<file path="src/rtl/reduce_pkg.sv">
// reduce_pkg: shared FSM state, default widths and saturation helper for the reduction slice
package reduce_pkg;
  typedef enum logic [1:0] {IDLE, LOAD, RUN, DONE} state_t;
  localparam int W_DEF = 8;
  localparam int N_DEF = 8;
  localparam int ACC_W = W_DEF + $clog2(N_DEF);
  function automatic logic sat_needed(input logic [63:0] v, input int unsigned w);
    return (v >> w) != 64'd0;
  endfunction
endpackage

</file>
<file path="src/rtl/reduce_alu.sv">
// reduce_alu: stateless accumulate adder and output stage; REDUCE_SAT_EN selects saturate over wrap
module reduce_alu
  import reduce_pkg::*;
#(
  parameter int W = W_DEF,
  parameter int N = N_DEF
) (
  input  logic [W+$clog2(N)-1:0] acc,
  input  logic [W-1:0]           op,
  output logic [W+$clog2(N)-1:0] sum,
  output logic [W-1:0]           c,
  output logic                   ovf
);
  always_comb begin
    sum = acc + {{$clog2(N){1'b0}}, op};
    ovf = sat_needed(64'(acc), W);
`ifdef REDUCE_SAT_EN
    c = ovf ? '1 : acc[W-1:0];
`else
    c = acc[W-1:0];
`endif
  end
endmodule

</file>
<file path="src/rtl/reduce_sched.sv">
// reduce_sched: buffers N operands, reduces them serially through reduce_alu; REDUCE_SAT_EN saturates c
module reduce_sched
  import reduce_pkg::*;
#(
  parameter int W = W_DEF,
  parameter int N = N_DEF
) (
  input  logic         clk,
  input  logic         rst,
  input  logic         in_valid,
  output logic         in_ready,
  input  logic [W-1:0] in_data,
  input  logic         abort,
  output logic         out_valid,
  input  logic         out_ready,
  output logic [W-1:0] c,
  output logic         ovf,
  output logic         busy
);
  localparam int AW = W + $clog2(N);
  localparam int IW = $clog2(N);
  state_t state_q, state_d;
  logic [IW-1:0] cnt_q, cnt_d, idx_q, idx_d;
  logic [AW-1:0] acc_q, acc_d, sum;
  logic [W-1:0] buf_q [N];
  logic [W-1:0] c_q, c_d, alu_c;
  logic fin_q, fin_d, ovf_q, ovf_d, alu_ovf;
  logic out_valid_q, out_valid_d, in_ready_q, in_ready_d, busy_q, busy_d;
  logic take;
  reduce_alu #(.W(W), .N(N)) u_alu (
    .acc(acc_q),
    .op (buf_q[idx_q]),
    .sum(sum),
    .c  (alu_c),
    .ovf(alu_ovf)
  );
  assign take = in_valid && in_ready_q;
  // fin_q marks the extra RUN cycle that latches the final accumulator into c/ovf
  always_comb begin
    state_d = state_q;
    cnt_d = cnt_q;
    idx_d = idx_q;
    fin_d = fin_q;
    acc_d = acc_q;
    c_d = c_q;
    ovf_d = ovf_q;
    if (abort && state_q != IDLE) begin
      state_d = IDLE;
      cnt_d = '0;
      idx_d = '0;
      fin_d = 1'b0;
      acc_d = '0;
    end else begin
      case (state_q)
        IDLE, LOAD: if (take) begin
          cnt_d = cnt_q + 1'b1;
          state_d = LOAD;
          if (cnt_q == IW'(N - 1)) begin
            state_d = RUN;
            cnt_d = '0;
            idx_d = '0;
            acc_d = '0;
          end
        end
        RUN: if (fin_q) begin
          c_d = alu_c;
          ovf_d = alu_ovf;
          fin_d = 1'b0;
          state_d = DONE;
        end else begin
          acc_d = sum;
          idx_d = idx_q + 1'b1;
          fin_d = idx_q == IW'(N - 1);
        end
        DONE: state_d = out_ready ? IDLE : DONE;
        default: state_d = IDLE;
      endcase
    end
    in_ready_d = state_d == IDLE || state_d == LOAD;
    out_valid_d = state_d == DONE;
    busy_d = state_d != IDLE;
  end
  always_ff @(posedge clk) begin
    if (rst) begin
      state_q <= IDLE;
      cnt_q <= '0;
      idx_q <= '0;
      fin_q <= 1'b0;
      acc_q <= '0;
      c_q <= '0;
      ovf_q <= 1'b0;
      out_valid_q <= 1'b0;
      in_ready_q <= 1'b1;
      busy_q <= 1'b0;
    end else begin
      state_q <= state_d;
      cnt_q <= cnt_d;
      idx_q <= idx_d;
      fin_q <= fin_d;
      acc_q <= acc_d;
      c_q <= c_d;
      ovf_q <= ovf_d;
      out_valid_q <= out_valid_d;
      in_ready_q <= in_ready_d;
      busy_q <= busy_d;
    end
  end
  always_ff @(posedge clk) if (take) buf_q[cnt_q] <= in_data;
  assign in_ready = in_ready_q;
  assign out_valid = out_valid_q;
  assign busy = busy_q;
  assign c = c_q;
  assign ovf = ovf_q;
endmodule

</file>
<file path="config.mk">
export PLATFORM = sky130hd
export DESIGN_NAME = reduce_sched
export DESIGN_NICKNAME = d
export VERILOG_FILES = /design/src/rtl/reduce_pkg.sv /design/src/rtl/reduce_alu.sv /design/src/rtl/reduce_sched.sv
export SDC_FILE = /design/constraint.sdc
export NUM_CORES = 1
export LEC_CHECK = 0
export ABC_AREA = 1
export BUFFER_PORTS_ARGS = -buffer_cell sky130_fd_sc_hd__buf_4
export CAP_MARGIN = 5
export CORE_MARGIN = 3
export CORE_UTILIZATION = 63
export CTS_BUF_LIST = sky130_fd_sc_hd__clkbuf_4
export DETAILED_ROUTE_END_ITERATION = 12
export GPL_ROUTABILITY_DRIVEN = 0
export PLACE_DENSITY = 0.8
export SLEW_MARGIN = 20
export SYNTH_ARGS = -nofsm -noshare
export SYNTH_HDL_FRONTEND = slang
export SYNTH_SLANG_ARGS = --single-unit
</file>
<file path="constraint.sdc">
create_clock -name clk -period 6 [get_ports clk]
set_input_delay 0.6 -clock clk [delete_from_list [all_inputs] [get_ports clk]]
set_output_delay 0.6 -clock clk [all_outputs]
set_load 0.1 [all_outputs]
</file>
==> key figures <==
Layout
  – Commonest non-fill, non-tap cell in the layout: nand2_1
  – Layout fillers: 480
  – Most frequent cells in the layout: nand2_1 (87), nor2_1 (83), edfxtp_1 (64)
  – Ant. Diodes: 0
  – Fraction of layout cells with a size suffix above 1: 11.39%
  – Area Overhead vs Synth: 8.822%
  – Fin nets: 495
  – Area occupied by multi-input gates: 1481 sq um
  – Register area: 2623 sq um

Logic synthesis
  – Top_reg_cell synth: edfxtp_1
  – EDFF count, synth: 64
  – Post-Synthesis Cells: 443
  – Syn_nets: 469
  – Synth Register Bits: 99
  – Yosys warns: 0
  – Synthesized area: 4269 sq um
  – Sequential element share of the synthesized area: 61.43%
  – Distinct cell type count after synthesis: 31
  – Mean Syn Cell Area: 9.637 sq um
  – Async S/R FF share, synth: 0%

Die
  – Die extent in x: 88.32 um
  – # IOs: 25
  – Core ar.: 6459 sq um
  – Die height: 88.32 um
  – Initial core utilization: 66.10%
  – Die ar.: 7800 sq um
  – # rows: 29

Setup path
  – CP startpoint kind: register
  – Maximum fanout along the worst path: 33
  – Critical Path RT: 6.36 ns
  – WP data arrival: 4.15 ns
  – Critical Path End Type: register
  – Setup CP Type: register to register

Timing
  – Final Cycle Share: 63.04%
  – Fmax: 264.4 MHz
  – Min Clock Period, post-route: 3.783 ns
  – Slew headroom: 31.96%
  – TNS Setup: 0 ns
  – Setup violators final: 0
  – Endpoints failing hold: 0
  – RSZ-0062 raised after global routing: false
  – Fin Hold WS: 0.3161 ns
  – Max Clock Skew: 0.01154 ns
  – Final Slew Violations: 0
  – Slew @ Worst Pin: 1.019 ns

CTS
  – CTS H-tree depth: 3
  – CTS sink count: 99
  – Worst-Skew Late Latency: 0.46 ns
  – Max Root-Sink Buffers: 2
  – Worst-path clk slew: 0.17 ns
  – PostCTS Resize Cnt: 0
  – Cts hold-fix bufs: 0
  – Post-CTS Setup Repair Bufs: 0
  – CTS tree: yes
  – Root Buffer: clkbuf_4
  – Num CTS Buffers: 9

Drt
  – Via density: 5.704
  – Iteration-0 DRC count of the detailed router: 226
  – Post-DRT Antenna Nets: 0
  – Vias: 3143
  – Average wire per standard cell: 15.26 um
  – DRC viols: 0
  – Final wirelength: 8408 um
  – Drt pass-1 iters: 4

Power and ir drop
  – Leakage: 1.798 nW
  – Switching part of the total: 25.89%
  – VDD IR-drop max: 0.2245 mV
  – P_int: 0.8629 mW
  – Cell area power density: 250.6 nW/um^2
  – Logic pwr share: 5.9%
  – Clock share of power: 30.1%
  – Power share of the sequential group: 64.0%
  – NetSw: 0.3014 mW
  – Power Total: 1.164 mW

Place
  – HPWL Detailed: 5706 um
  – # port buffers: 24

Global route
  – Initial antenna violation count: 0
  – Total congestion overflow: 0
  – Largest net degree at the start of global routing: 34
  – Vias in the first global route: 2885
  – Tot GR Track Use: 23.24%
  – First-pass GRT wire length: 13470 um

Run status
  – Status: completed

Job
  – Max_cap viols: 0

Hold path
  – Class of the worst hold path: primary input to register
-- registers in the layout (all words and copies together) (netlist names), named ones only --
register,count
idx_q,3
buf_q,64
ovf,1
busy,1
c,8
fin_q,1
cnt_q,3
out_valid,1
in_ready,1
state_q,2
acc_q,11
-- cells in the mapped netlist (all sizes together), types with 2 or more instances --
library cell  number  area share, %
nand2             90            8.2
inv               29            2.5
a21oi             28            3.4
edfxtp            64             45
clkinv             2           0.29
nor2              86            7.9
buf                8           0.94
a31oi              8            1.2
or2                3           0.44
a211oi             5           0.88
dfxtp             35             16
ha                12            3.5
o21ai             45            5.5
nand3             21            2.6
-- worst max-delay path, cell delays in order (launching register included) --
cell and delay [ns]:
dfxtp_1 1.03, inv_1 0.70, nor2_1 0.29, o21ai_0 0.13
a21oi_1 0.15, a31oi_1 0.06, ha_1 0.24, fa_1 0.39
nand2_1 0.08, inv_1 0.06, nand2_1 0.06, nand3_1 0.10
nand2_1 0.07, nand2_1 0.09, a21oi_1 0.17, nor2_1 0.06
-- through the flow --
| stage | utilization (%) | worst slack [ns] | instance area, sq um | instances |
|---|---|---|---|---|
| finish | 71.93 | 2.217 | 4646 | 551 |
| global route | 71.93 | 1.884 | 4646 | 551 |
| CTS | 71.93 | 2.283 | 4646 | 551 |
| detailed placement | 69.70 | 2.313 | 4502 | 535 |
| global placement | 69.70 | 2.569 | 4502 | 535 |
| floorplan | - | 3.699 | 4269 | 443 |
-- area by class of cell --
cell class	instances	area share [%]
multi-input combinational	304	31.89
sequential	99	56.45
timing repair buffer	24	3.878
tap	77	2.074
clock buffer	9	1.454
clock inverter	7	1.643
inverter	31	2.612
-- per-layer routing --
layer | GRT usage, % | part of all wire [%] | vias to the layer above
met3 | 4.842 | 7.3 | 24
met1 | 31.10 | 43 | 1435
met4 | 11.68 | 3.1 | 0
li1 | - | - | 1558
met2 | 36.17 | 47 | 126
met5 | 0 | 0 | -
-- power groups by stage --
| stage | clock, mW | sequential, mW | combinational, mW |
|---|---|---|---|
| final | 0.350 | 0.746 | 0.0687 |
| after global routing | 0.378 | 0.748 | 0.0769 |
| after CTS | 0.354 | 0.746 | 0.0687 |
| after detailed placement | 0 | 0.761 | 0.0679 |
| after global placement | 0 | 0.760 | 0.0652 |
| after floorplan | 0 | 0.764 | 0.0394 |
-- path summary, 6_finish.rpt --
check        startpoint          to  slack [ns]  depth (start not counted)
max            register   acc_q[10]        2.22                         15
min                 rst  state_q[1]        0.32                          2
max reg2reg    register   acc_q[10]        2.22                         15
min reg2reg    acc_q[4]    acc_q[4]        0.49                          2
-- logic make-up after synthesis --
kind of cell,Yosys count,synth area share [%]
and+or+nand+nor,204,19.67
DFF,99,61.43
AOI/OAI and AO/OA,87,11.05
buffers and inverters,40,3.869
adders and majority gates,13,3.986
(Power assumes the default switching activity.)
